### config.mk
export PLATFORM = sky130hd
export DESIGN_NAME = tag_ct_accumulator
export DESIGN_NICKNAME = d
export VERILOG_FILES = /design/src/rtl/tag_ct_accumulator_pkg.sv /design/src/rtl/tag_ct_out_slot.sv /design/src/rtl/tag_ct_accumulator.sv
export SDC_FILE = /design/constraint.sdc
export NUM_CORES = 1
export LEC_CHECK = 0
export CORE_UTILIZATION = 55
export DETAILED_ROUTE_END_ITERATION = 7
export PLACE_DENSITY = 0.91
export SKIP_CTS_REPAIR_TIMING = 1
export SYNTH_ARGS = -nofsm -noshare
export SYNTH_HDL_FRONTEND = slang
export SYNTH_SLANG_ARGS = --single-unit
export TNS_END_PERCENT = 100
### constraint.sdc
create_clock -name clk -period 3.7 [get_ports clk]
set_clock_uncertainty 0.15 [all_clocks]
set_input_delay 0.74 -clock clk [delete_from_list [all_inputs] [get_ports clk]]
set_output_delay 0.74 -clock clk [all_outputs]
set_load 0.02 [all_outputs]
### src/rtl/tag_ct_accumulator_pkg.sv
// Shared constants for the tag/count accumulator and the BD tag merge stage.
// Both blocks import this package so their widths and word code stay in step.
package tag_ct_accumulator_pkg;

   localparam int NTAG_DEF     = 11;
   localparam int NCT_DEF      = 9;
   localparam int NTIMEOUT_DEF = 16;

   // Word code the merge stage uses to recognise tag/count words.
   localparam int TAG_CT_CODE  = 30;

   localparam logic [0:0] ST_EMPTY = 1'b0;
   localparam logic [0:0] ST_ACCUM = 1'b1;

   function automatic int ct_max(input int nct);
      return (1 << nct) - 1;
   endfunction

   localparam int CT_MAX = ct_max(NCT_DEF);

endpackage

### src/rtl/tag_ct_out_slot.sv
// One-entry valid/ready output register with a load port.
// The owner only asserts load when slot_avail is high.
module tag_ct_out_slot #(
   parameter int Ntag = 11,
   parameter int Nct  = 9
) (
   input  logic            clk,
   input  logic            reset,
   input  logic            load,
   input  logic [Ntag-1:0] load_tag,
   input  logic [Nct-1:0]  load_ct,
   input  logic            out_a,
   output logic            out_v,
   output logic [Ntag-1:0] out_tag,
   output logic [Nct-1:0]  out_ct,
   output logic            slot_avail
);

   logic            out_v_q, out_v_d;
   logic [Ntag-1:0] out_tag_q, out_tag_d;
   logic [Nct-1:0]  out_ct_q, out_ct_d;

   // A load in the same cycle as a transfer replaces the word rather than clearing it.
   always_comb begin
      out_v_d   = out_v_q;
      out_tag_d = out_tag_q;
      out_ct_d  = out_ct_q;
      if (load) begin
         out_v_d   = 1'b1;
         out_tag_d = load_tag;
         out_ct_d  = load_ct;
      end else if (out_v_q && out_a) begin
         out_v_d   = 1'b0;
      end
   end

   always_ff @(posedge clk or negedge reset) begin
      if (!reset) begin
         out_v_q   <= 1'b0;
         out_tag_q <= '0;
         out_ct_q  <= '0;
      end else begin
         out_v_q   <= out_v_d;
         out_tag_q <= out_tag_d;
         out_ct_q  <= out_ct_d;
      end
   end

   assign out_v      = out_v_q;
   assign out_tag    = out_tag_q;
   assign out_ct     = out_ct_q;
   assign slot_avail = !out_v_q || out_a;

endmodule

### src/rtl/tag_ct_accumulator.sv
// Run-length accumulator: collapses runs of identical routing tags into (tag, ct)
// words for the merge stage, spilling on tag change, saturation, idle timeout or flush.
module tag_ct_accumulator
   import tag_ct_accumulator_pkg::*;
#(
   parameter int Ntag     = NTAG_DEF,
   parameter int Nct      = NCT_DEF,
   parameter int Ntimeout = NTIMEOUT_DEF
) (
   input  logic                clk,
   input  logic                reset,
   input  logic                tag_in_v,
   input  logic [Ntag-1:0]     tag_in_d,
   output logic                tag_in_a,
   input  logic [Ntimeout-1:0] conf_timeout,
   input  logic                flush,
   output logic                tag_ct_out_v,
   output logic [Ntag-1:0]     tag_ct_out_tag,
   output logic [Nct-1:0]      tag_ct_out_ct,
   input  logic                tag_ct_out_a
);

   localparam logic [Nct-1:0] CT_TOP = Nct'(ct_max(Nct));

   logic [0:0]          state_q, state_d;
   logic [Ntag-1:0]     acc_tag_q, acc_tag_d;
   logic [Nct-1:0]      acc_ct_q, acc_ct_d;
   logic [Ntimeout-1:0] idle_cnt_q, idle_cnt_d;

   logic                is_accum;
   logic                same_tag;
   logic                mismatch;
   logic                saturate;
   logic                timeout;
   logic                spill;
   logic                accept;
   logic                slot_avail;
   logic [Ntimeout:0]   idle_next;

   // The timeout compares the count it is about to reach, so a tag accepted at
   // edge k spills on edge k+conf_timeout.
   always_comb begin
      is_accum  = (state_q == ST_ACCUM);
      same_tag  = (tag_in_d == acc_tag_q);
      mismatch  = tag_in_v && !same_tag;
      saturate  = tag_in_v && same_tag && (acc_ct_q == CT_TOP);
      idle_next = {1'b0, idle_cnt_q} + (Ntimeout+1)'(1);
      timeout   = (conf_timeout != '0) && (idle_next >= {1'b0, conf_timeout});
      spill     = is_accum && slot_avail && (mismatch || saturate || timeout || flush);
      tag_in_a  = reset && (!is_accum || (same_tag && (acc_ct_q != CT_TOP)) || spill);
      accept    = tag_in_v && tag_in_a;
   end

   always_comb begin
      state_d    = state_q;
      acc_tag_d  = acc_tag_q;
      acc_ct_d   = acc_ct_q;
      idle_cnt_d = idle_cnt_q;
      if (accept) begin
         if (!is_accum || spill) begin
            state_d   = ST_ACCUM;
            acc_tag_d = tag_in_d;
            acc_ct_d  = Nct'(1);
         end else begin
            acc_ct_d  = acc_ct_q + Nct'(1);
         end
      end else if (spill) begin
         state_d = ST_EMPTY;
      end

      // Idle count saturates at conf_timeout so lowering it triggers a spill next cycle.
      if (accept || (state_d == ST_EMPTY)) begin
         idle_cnt_d = '0;
      end else if (idle_cnt_q >= conf_timeout) begin
         idle_cnt_d = conf_timeout;
      end else begin
         idle_cnt_d = idle_cnt_q + Ntimeout'(1);
      end
   end

   always_ff @(posedge clk or negedge reset) begin
      if (!reset) begin
         state_q    <= ST_EMPTY;
         acc_tag_q  <= '0;
         acc_ct_q   <= '0;
         idle_cnt_q <= '0;
      end else begin
         state_q    <= state_d;
         acc_tag_q  <= acc_tag_d;
         acc_ct_q   <= acc_ct_d;
         idle_cnt_q <= idle_cnt_d;
      end
   end

   tag_ct_out_slot #(
      .Ntag (Ntag),
      .Nct  (Nct)
   ) u_slot (
      .clk        (clk),
      .reset      (reset),
      .load       (spill),
      .load_tag   (acc_tag_q),
      .load_ct    (acc_ct_q),
      .out_a      (tag_ct_out_a),
      .out_v      (tag_ct_out_v),
      .out_tag    (tag_ct_out_tag),
      .out_ct     (tag_ct_out_ct),
      .slot_avail (slot_avail)
   );

endmodule

==> qor.txt, run 1 <==
share of synthesized area occupied by flip-flops and latches - 40.2%
peak ir drop on the vdd network - 465 uV
Placed Instance Area - 4740 sq um
detailed-route wire length on metal 1 - 4.53 mm
syn_nets - 412
Pleak - 2.66 nW
cell area after layout - 5230 sq um
register bit total from synthesis - 58
wirelength, routed - 12.2 mm
sum of net half-perimeters after detailed placement - 6.81 mm
remaining antenna violation count - 0
uppermost layer routed - met4
slowest cell delay on critical path - 0.40 ns
clock tree from TritonCTS - done
final setup slack of the worst path - -0.450 ns
final design utilization - 82.3%
DRC violations left - 0
fraction of layout cells with a size suffix above 1 - 33.6%
buffer levels on the longest clock path - 2
Min-Delay Path Class - flop to flop
mapped cell area - 3610 sq um
number of global-route vias before repair - 3360
count of TritonRoute iterations in the first routing pass - 5
final count of negative-setup-slack endpoints - 2
number of rows in the core area - 29
largest net degree at the start of global routing - 60
CTS H-tree lvls - 3
Power Dens Cells - 396 nW/um^2
Critical-path top delay cell - sky130_fd_sc_hd__dfrtp_1
clock insertion delay at the later pin of the skew report - 0.36 ns
Crit Path Class - flop to primary output
failing checks - setup timing
core region area - 6350 sq um
die span in y - 83 um
total vias in the final route - 3605
wire length of the first global-routing pass - 16.1 mm
Hold Worst Slack - 0.358 ns
residual overflow from global routing - 0
violation count after the first detailed-route iteration - 461
number of vias per cell after detailed routing - 6.35
Max FO, Critical Path - 4
All-Layer GR Usage - 30.0%
count leader, synth - sky130_fd_sc_hd__dfrtp_1
predominant post-synthesis flop cell - sky130_fd_sc_hd__dfrtp_1
final worst path period need - 4.15 ns
cell with the most instances on the worst path - sky130_fd_sc_hd__a21oi_1
maximum operating frequency - 241 MHz
result of the run - finished with violations
WL/cell - 21.5 um
die outline area - 6890 sq um
Cells after Synth - 345
number of diodes - 0
area added between synthesis and finish - 44.9%
die span in x - 83 um
port bufs - 53
antenna violations before repair - 0
share of synthesized flip-flops with an asynchronous set or reset - 100%
Boundary Pins - 54
crit share post-route - 112%
nature of the critical path endpoint - primary output
setup total negative slack - -0.454 ns
critical-path cell list - ha_2, and3_4, buf_4, nand4_4, xnor2_2, ha_1, a21o_1, a21oi_1, nand4_1, o21ai_2, a21oi_1, o31a_1, buf_6
count of synthesis-stage warnings from yosys - 0
Arrival @ worst endpoint - 3.26 ns
mean post-synth cell area - 10.5 sq um
worst path buffer plus inverter count - 2
number of violations of the max-capacitance limit - 0
area leader, netlist - sky130_fd_sc_hd__dfrtp_1
Layout Nets - 553
met3 WL post-DR - 1.03 mm
top cell type's share of synthesized area - 40.2%
Final Slew Violations - 0
most common library cells after synthesis - 58 x sky130_fd_sc_hd__dfrtp_1, 35 x sky130_fd_sc_hd__ha_1, 31 x sky130_fd_sc_hd__mux2_2, 28 x sky130_fd_sc_hd__nand2_1, 23 x sky130_fd_sc_hd__nor2_1
count of final hold-check violations - 0
count of flip-flops with a built-in enable after synthesis - 0
Routability Congestion - 0.905
Worst path top cell family by delay - compound AO/OA/AOI/OAI gates
critical path data required time - 2.81 ns
setup repair after global routing missed its margin - yes
CTS sink count - 58
register clock-pin slew on the reported worst setup and hold paths - 0.07 ns
met2 WL - 5.85 mm
top cells by area, synth - sky130_fd_sc_hd__dfrtp_1 40%, sky130_fd_sc_hd__ha_1 12%, sky130_fd_sc_hd__mux2_2 9.7%, sky130_fd_sc_hd__mux2i_1 4.2%, sky130_fd_sc_hd__xor2_1 3.6%
tightest slew margin relative to the limit - 49.9%
Yosys cell types - 42
clock root buffer - sky130_fd_sc_hd__clkbuf_8
clock buffers created by TritonCTS - 9
starting utilization of the core area - 56.8%
worst-margin pin slew - 0.751 ns
sort of element at the start of the critical path - flop
worst reg2reg max path: stages (launching register included):
cell	delay, ns
sky130_fd_sc_hd__dfrtp_1	0.37
sky130_fd_sc_hd__and3_4	0.20
sky130_fd_sc_hd__and3_4	0.20
sky130_fd_sc_hd__and2_4	0.18
sky130_fd_sc_hd__nand4_1	0.14
sky130_fd_sc_hd__xnor2_1	0.18
sky130_fd_sc_hd__ha_1	0.35
sky130_fd_sc_hd__nand3_2	0.13
sky130_fd_sc_hd__nor3_4	0.25
sky130_fd_sc_hd__nand3b_1	0.13
sky130_fd_sc_hd__nand4_1	0.16
sky130_fd_sc_hd__o21ai_2	0.11
sky130_fd_sc_hd__buf_4	0.15
sky130_fd_sc_hd__a211oi_2	0.29
sky130_fd_sc_hd__buf_12	0.22
sky130_fd_sc_hd__mux2_2	0.38
per-layer routing:
metal	track usage, %	up-vias
met4	15.5	0
met1	37.4	1738
met3	6.36	85
met5	0	-
li1	-	1526
met2	49.3	256
placed cells by master, fill, tap and decap left out, types with 11 or more instances in the layout:
| cell | count |
|---|---|
| sky130_fd_sc_hd__a21oi_1 | 14 |
| sky130_fd_sc_hd__nor2_1 | 21 |
| sky130_fd_sc_hd__xor2_1 | 14 |
| sky130_fd_sc_hd__buf_4 | 83 |
| sky130_fd_sc_hd__nand2_1 | 26 |
| sky130_fd_sc_hd__dfrtp_1 | 58 |
| sky130_fd_sc_hd__mux2_2 | 31 |
| sky130_fd_sc_hd__nand3_1 | 15 |
| sky130_fd_sc_hd__ha_1 | 33 |
| sky130_fd_sc_hd__clkbuf_8 | 11 |
| sky130_fd_sc_hd__clkdlybuf4s50_1 | 51 |
| sky130_fd_sc_hd__mux2i_1 | 15 |
| sky130_fd_sc_hd__inv_1 | 19 |
kinds of logic (layout without fill, tap and decap cells):
group | count (synthesis) | after routing | synth area share, %
fa+ha+maj | 35 | 35 | 12.1
simple gates | 109 | 109 | 15.0
buf+inv | 26 | 172 | 3.61
flops | 58 | 58 | 40.2
mux | 46 | 46 | 13.8
compound gates | 46 | 46 | 9.12
xor+xnor | 25 | 25 | 6.07
through the flow:
stage	instances	power [mW]	setup slack, ns
detailed placement	541	1.35	-0.692
CTS	557	2.03	-1.07
floorplan	345	1.06	0.263
global placement	541	1.32	-0.483
finish	568	2.07	-0.450
global route	568	2.14	-0.574
where the power goes:
part,switching [mW],total [mW],internal (mW)
clock,0.275,0.692,0.416
sequential,0.0751,0.806,0.730
combinational,0.275,0.574,0.299
total,0.625,2.07,1.45
path summary, 6_finish.rpt:
check / start / to / slack, ns / cells after the start
setup / recovery: idle_cnt_q[0] / tag_in_a / -0.45 / 13
setup reg to reg: idle_cnt_q[4] / u_slot.out_tag[0] / 0 / 15
hold reg to reg: u_slot.out_ct[5] / u_slot.out_ct[5] / 0.36 / 1
max in group asynchronous: reset / acc_tag_q[10] / 2.44 / 2
hold / removal: u_slot.out_ct[5] / u_slot.out_ct[5] / 0.36 / 1
min in group asynchronous: reset / idle_cnt_q[4] / 0.45 / 2
layout make-up:
type / count / area (sq um)
Clock buffer: 12 / 155
Multi-Input combinational cell: 261 / 2210
Inverter: 19 / 71.3
Sequential cell: 58 / 1450
Timing Repair Buffer: 137 / 1170
Tap cell: 77 / 96.3
Clock inverter: 4 / 73.8
Fill cell: 322 / 1120
registers in the layout, summed over array words and instances (netlist names):
name / cells
acc_ct_q: 9
acc_tag_q: 11
idle_cnt_q: 16
is_accum: 1
u_slot.out_ct: 9
u_slot.out_tag: 11
u_slot.out_v: 1
(Power assumes the default switching activity.)
==> inputs of run 2 (changes only) <==
GPL_TIMING_DRIVEN = 0   (was default)
==> run 2 against run 1 <==
  * The run still ends with setup timing left
  * Utilization decreased by 7.2 points
  * Clock power is 5.6% higher
  * Final area is 8.8% lower
  * Routed wire length fell by 21%
  * Power decreased by 1.1%
  * Fmax rose by 0.69%
  * Critical path depth is the same
  * Register-to-register slack lost 0.09 ns
  * Global-route usage down 3.9 points
  * Via count decreased by 13%
  * Critical endpoint unchanged
==> qor.txt, run 2 (synthesis gave the netlist of run 1 again) <==
Routability Congestion - 0.933
area added between synthesis and finish - 32.2%
die span in y - 83 um
Power Dens Cells - 430 nW/um^2
met1 Resource Use GR - 33.8%
critical path data required time - 2.81 ns
Arrival @ worst endpoint - 3.23 ns
clock root buffer - sky130_fd_sc_hd__clkbuf_8
peak ir drop on the vdd network - 457 uV
Critical-path top delay cell - sky130_fd_sc_hd__dfrtp_2
total vias in the final route - 3150
critical path depth in cells - 13
cell area after layout - 4770 sq um
worst-margin pin slew - 0.518 ns
register clock-pin slew on the reported worst setup and hold paths - 0.08 ns
net load switching power - 0.594 mW
die span in x - 83 um
final setup slack of the worst path - -0.421 ns
Internal Pwr Total - 1.45 mW
slowest cell delay on critical path - 0.43 ns
Boundary Pins - 54
Pleak - 2.34 nW
share of total power consumed by net switching - 29.0%
number of cell instances on the worst register-to-register path - 16
global route hottest layer - met2
terminus of the critical flop-to-flop path - u_slot.out_tag[7]
core region area - 6350 sq um
count of TritonRoute iterations in the first routing pass - 7
die outline area - 6890 sq um
Pwr Total - 2.05 mW
maximum operating frequency - 243 MHz
clock insertion delay at the later pin of the skew report - 0.34 ns
setup repair after global routing missed its margin - yes
commonest cells after routing, fill and taps aside - 53 x sky130_fd_sc_hd__dfrtp_1, 51 x sky130_fd_sc_hd__clkdlybuf4s50_1, 34 x sky130_fd_sc_hd__ha_1, 31 x sky130_fd_sc_hd__mux2_2, 27 x sky130_fd_sc_hd__nand2_1
result of the run - finished with violations
met3 track demand over resource in global routing - 4.08%
Reg with most FFs - idle_cnt_q
Placed Instance Area - 4250 sq um
final count of negative-setup-slack endpoints - 21
starting utilization of the core area - 56.8%
tightest slew margin relative to the limit - 65.2%
Layout Nets - 496
port bufs - 53
number of cells in the finished layout apart from fillers - 511
violation count after the first detailed-route iteration - 323
count of final hold-check violations - 0
sum of net half-perimeters after detailed placement - 6.05 mm
startpoint of the worst register-to-register path - idle_cnt_q[6]
All-Layer GR Usage - 26.2%
portion of total power attributed to combinational logic - 25.6%
number of diodes - 0
FF-to-FF setup slack - -0.09 ns
Max FO, Critical Path - 4
setup total negative slack - -1.80 ns
worst path buffer plus inverter count - 1
CTS H-tree lvls - 3
number of flip-flops in the largest register - 16
Worst path top cell family by delay - compound AO/OA/AOI/OAI gates
number of rows in the core area - 29
clock network power share - 35.7%
clock buffers created by TritonCTS - 9
wirelength, routed - 9.71 mm
sort of element at the start of the critical path - flop
remaining antenna violation count - 0
cell with the most instances on the worst path - sky130_fd_sc_hd__a21oi_1
part of the power in registers - 38.7%
largest net degree at the start of global routing - 43
CTS sink count - 58
buffer levels on the longest clock path - 2
residual overflow from global routing - 0
nature of the critical path endpoint - primary output
final worst path period need - 4.12 ns
Final Slew Violations - 0
startpoint of the most critical setup path - idle_cnt_q[0]
failing checks - setup timing
WL/cell - 19.0 um
worst setup path end - tag_in_a
critical-path cell list - ha_4, nand3_1, nor2_1, xor2_1, ha_1, a21oi_1, o21ai_0, nand2b_1, nand4_1, o21ai_2, a21oi_1, o31a_1, buf_6
Min-Delay Path Class - input port to async pin
number of vias per cell after detailed routing - 6.16
number of violations of the max-capacitance limit - 0
crit share post-route - 111%
Crit Path Class - flop to primary output
fraction of layout cells with a size suffix above 1 - 25.1%
antenna violations before repair - 0
wire length of the first global-routing pass - 14.5 mm
number of global-route vias before repair - 3061
DRC violations left - 0
commonest non-fill, non-tap cell in the layout - sky130_fd_sc_hd__dfrtp_1
met2 Usage GRT - 43.4%
Placed Cells - 476
clock tree from TritonCTS - done
[run 2: power by group through the flow]
stage | clock [mW] | combinational (mW) | sequential (mW)
after global placement | 0 | 0.488 | 0.798
after global routing | 0.762 | 0.556 | 0.807
after CTS | 0.738 | 0.509 | 0.792
final | 0.731 | 0.525 | 0.793
after detailed placement | 0 | 0.505 | 0.803
after floorplan | 0 | 0.187 | 0.877
[run 2: worst min path at each step]
stage	endpoint	slack (ns)
2_1_floorplan	acc_ct_q[0]	0.29
3_3_place_gp	u_slot.out_tag[7]	0.34
3_5_place_dp	acc_ct_q[8]	0.34
4_1_cts	idle_cnt_q[4]	0.22
5_1_grt	u_slot.out_ct[5]	0.24
6_report	idle_cnt_q[4]	0.22
[run 2: routing by layer]
layer	vias up	wire length, um
met3	50	523
met2	155	4820
met1	1535	3900
met5	-	0
li1	1410	-
met4	0	462
[run 2: final cells by class]
class | instances | area, sq um
buffer | 7 | 58.8
clock inverter | 7 | 125
tap | 77 | 96.3
sequential | 58 | 1460
fill | 378 | 1580
multi-input combinational | 261 | 2150
inverter | 19 | 71.3
timing repair buffer | 73 | 689
clock buffer | 9 | 124
[run 2: per-stage QoR]
stage | hold slack, ns | utilization, % | setup slack (ns)
2_1_floorplan | 0.294 | - | 0.263
4_1_cts | 0.219 | 70.9 | -1.20
3_3_place_gp | 0.339 | 66.7 | -1.37
3_5_place_dp | 0.343 | 66.9 | -0.785
5_1_grt | 0.239 | 75.1 | -0.544
6_report | 0.217 | 75.1 | -0.421
==> inputs of run 3 (changes only) <==
CELL_PAD_IN_SITES_DETAIL_PLACEMENT = 1   (was default)
CELL_PAD_IN_SITES_GLOBAL_PLACEMENT = 1   (was default)
CORE_UTILIZATION = 43   (was 55)
CTS_BUF_LIST = sky130_fd_sc_hd__clkbuf_16   (was default)
==> run 3 against run 2 <==
  * The run still ends with setup timing left
  * Worst hold slack better by 0.014 ns
  * Worst setup slack about the same
  * Via count down 1.7%
  * Final cell count up 3.9%
  * Non-clock buffer count down 8
  * Final area down 0.26%
  * Clock-buffer cell count unchanged
  * Routed wire length up 15%
  * Critical path depth down 1
  * Utilization down 17 points
  * Clock power up 2.9%
  * Sequential share of layout area up 0.080 points
==> qor.txt, run 3 (synthesis gave the netlist of run 1 again) <==
clock tree from TritonCTS - done
Internal Pwr Total - 1.45 mW
die span in y - 93.6 um
Power Dens Cells - 442 nW/um^2
part of the power in registers - 38.5%
number of diodes - 0
number of global-route vias before repair - 3232
worst setup path end - tag_in_a
final count of negative-setup-slack endpoints - 1
startpoint of the most critical setup path - idle_cnt_q[3]
sort of element at the start of the critical path - flop
number of rows in the core area - 33
tightest slew margin relative to the limit - 57.9%
count of TritonRoute iterations in the first routing pass - 4
antenna violations before repair - 0
buffer levels on the longest clock path - 2
clock root buffer - sky130_fd_sc_hd__clkbuf_16
final worst path period need - 4.12 ns
final setup slack of the worst path - -0.421 ns
detailed-route wire length on metal 1 - 4.52 mm
Arrival @ worst endpoint - 3.23 ns
setup repair after global routing missed its margin - yes
peak ir drop on the vdd network - 395 uV
failing checks - setup timing
WL/cell - 21.1 um
Hold Worst Slack - 0.230 ns
terminus of the critical flop-to-flop path - acc_tag_q[7]
nature of the critical path endpoint - primary output
net load switching power - 0.651 mW
clock network power share - 35.7%
Routability Congestion - 0.850
result of the run - finished with violations
worst path buffer plus inverter count - 1
crit share post-route - 111%
uppermost layer routed - met4
wirelength, routed - 11.2 mm
Max FO, Critical Path - 4
maximum operating frequency - 243 MHz
Layout Nets - 488
clock insertion delay at the later pin of the skew report - 0.33 ns
commonest cells after routing, fill and taps aside - 53 x sky130_fd_sc_hd__dfrtp_1, 51 x sky130_fd_sc_hd__clkdlybuf4s50_1, 33 x sky130_fd_sc_hd__ha_1, 31 x sky130_fd_sc_hd__mux2_2, 27 x sky130_fd_sc_hd__nand2_1
All-Layer GR Usage - 24.8%
clock buffers created by TritonCTS - 9
Crit Path Class - flop to primary output
starting utilization of the core area - 44.1%
Critical-path top delay cell - sky130_fd_sc_hd__dfrtp_1
Worst path top cell family by delay - compound AO/OA/AOI/OAI gates
violation count after the first detailed-route iteration - 173
critical path depth in cells - 12
Min-Delay Path Class - input port to async pin
Reg with most FFs - idle_cnt_q
core region area - 8180 sq um
worst-margin pin slew - 0.626 ns
count of final hold-check violations - 0
fraction of layout cells with a size suffix above 1 - 22.8%
sum of net half-perimeters after detailed placement - 7.10 mm
largest net degree at the start of global routing - 42
area added between synthesis and finish - 31.8%
Pleak - 2.29 nW
met3 WL post-DR - 458 um
met2 WL - 5.83 mm
commonest non-fill, non-tap cell in the layout - sky130_fd_sc_hd__dfrtp_1
critical-path cell list - and3_4, and3_4, nand4_2, xnor2_1, ha_1, a21o_1, a21oi_1, nand4_1, o21ai_2, a21oi_1, o31a_1, buf_6
Final Slew Violations - 0
port bufs - 53
number of cell instances on the worst register-to-register path - 13
number of vias per cell after detailed routing - 5.83
total vias in the final route - 3095
final design utilization - 58.2%
startpoint of the worst register-to-register path - idle_cnt_q[3]
slowest cell delay on critical path - 0.41 ns
CTS sink count - 58
setup total negative slack - -0.421 ns
die span in x - 93.6 um
number of violations of the max-capacitance limit - 0
die outline area - 8760 sq um
FF-to-FF setup slack - 0.10 ns
critical path data required time - 2.81 ns
CTS H-tree lvls - 3
number of flip-flops in the largest register - 16
register clock-pin slew on the reported worst setup and hold paths - 0.05 ns
wire length of the first global-routing pass - 16.3 mm
share of total power consumed by net switching - 30.9%
residual overflow from global routing - 0
Layout fillers - 871
DRC violations left - 0
portion of total power attributed to combinational logic - 25.8%
remaining antenna violation count - 0
Boundary Pins - 54
## run 3: final cells by class
| type | count | area [sq um] | area share, % |
|---|---|---|---|
| clock buffer | 9 | 225 | 4.73 |
| clock inverter | 7 | 45.0 | 0.947 |
| multi-input combinational | 261 | 2140 | 45.0 |
| inverter | 19 | 71.3 | 1.50 |
| tap | 105 | 131 | 2.76 |
| timing repair buffer | 65 | 629 | 13.2 |
| sequential | 58 | 1460 | 30.6 |
| buffer | 7 | 58.8 | 1.24 |
## run 3: worst min path at each step
stage / start / end / slack [ns] / cells after the start
floorplan: reset / acc_ct_q[0] / 0.29 / 0
global placement: u_slot.out_tag[2] / u_slot.out_tag[2] / 0.34 / 1
detailed placement: acc_ct_q[8] / acc_ct_q[8] / 0.35 / 2
CTS: reset / acc_ct_q[7] / 0.25 / 1
global route: reset / acc_ct_q[7] / 0.25 / 1
finish: reset / acc_ct_q[7] / 0.23 / 1
## run 3: power by group through the flow
stage	logic, mW	clock network, mW	registers, mW
final	0.543	0.752	0.809
after global placement	0.495	0	0.798
after global routing	0.571	0.792	0.820
after CTS	0.531	0.759	0.806
after detailed placement	0.520	0	0.813
after floorplan	0.187	0	0.877
## run 3: metal layers
metal | vias up | track usage, %
li1 | 1391 | -
met5 | - | 0
met3 | 36 | 6.26
met2 | 90 | 42.0
met4 | 0 | 12.6
met1 | 1578 | 29.1
## run 3: worst register-to-register path, cell delays in order (launching register included)
cell and delay, ns:
sky130_fd_sc_hd__dfrtp_1 0.41, sky130_fd_sc_hd__and3_4 0.23, sky130_fd_sc_hd__and3_4 0.24, sky130_fd_sc_hd__nand4_2 0.18, sky130_fd_sc_hd__xnor2_1 0.29, sky130_fd_sc_hd__ha_1 0.32, sky130_fd_sc_hd__a21o_1 0.20, sky130_fd_sc_hd__a21oi_1 0.15
sky130_fd_sc_hd__nand4_1 0.16, sky130_fd_sc_hd__buf_4 0.18, sky130_fd_sc_hd__o31ai_4 0.28, sky130_fd_sc_hd__or2_4 0.19, sky130_fd_sc_hd__buf_6 0.15, sky130_fd_sc_hd__mux2_2 0.35
## run 3: per-stage QoR
step | power [mW] | area [sq um] | setup slack (ns) | instances
floorplan | 1.06 | 3610 | 0.263 | 345
global placement | 1.29 | 4270 | -1.48 | 503
detailed placement | 1.33 | 4290 | -0.706 | 504
CTS | 2.10 | 4560 | -1.14 | 520
global route | 2.18 | 4760 | -0.623 | 531
finish | 2.10 | 4760 | -0.421 | 531
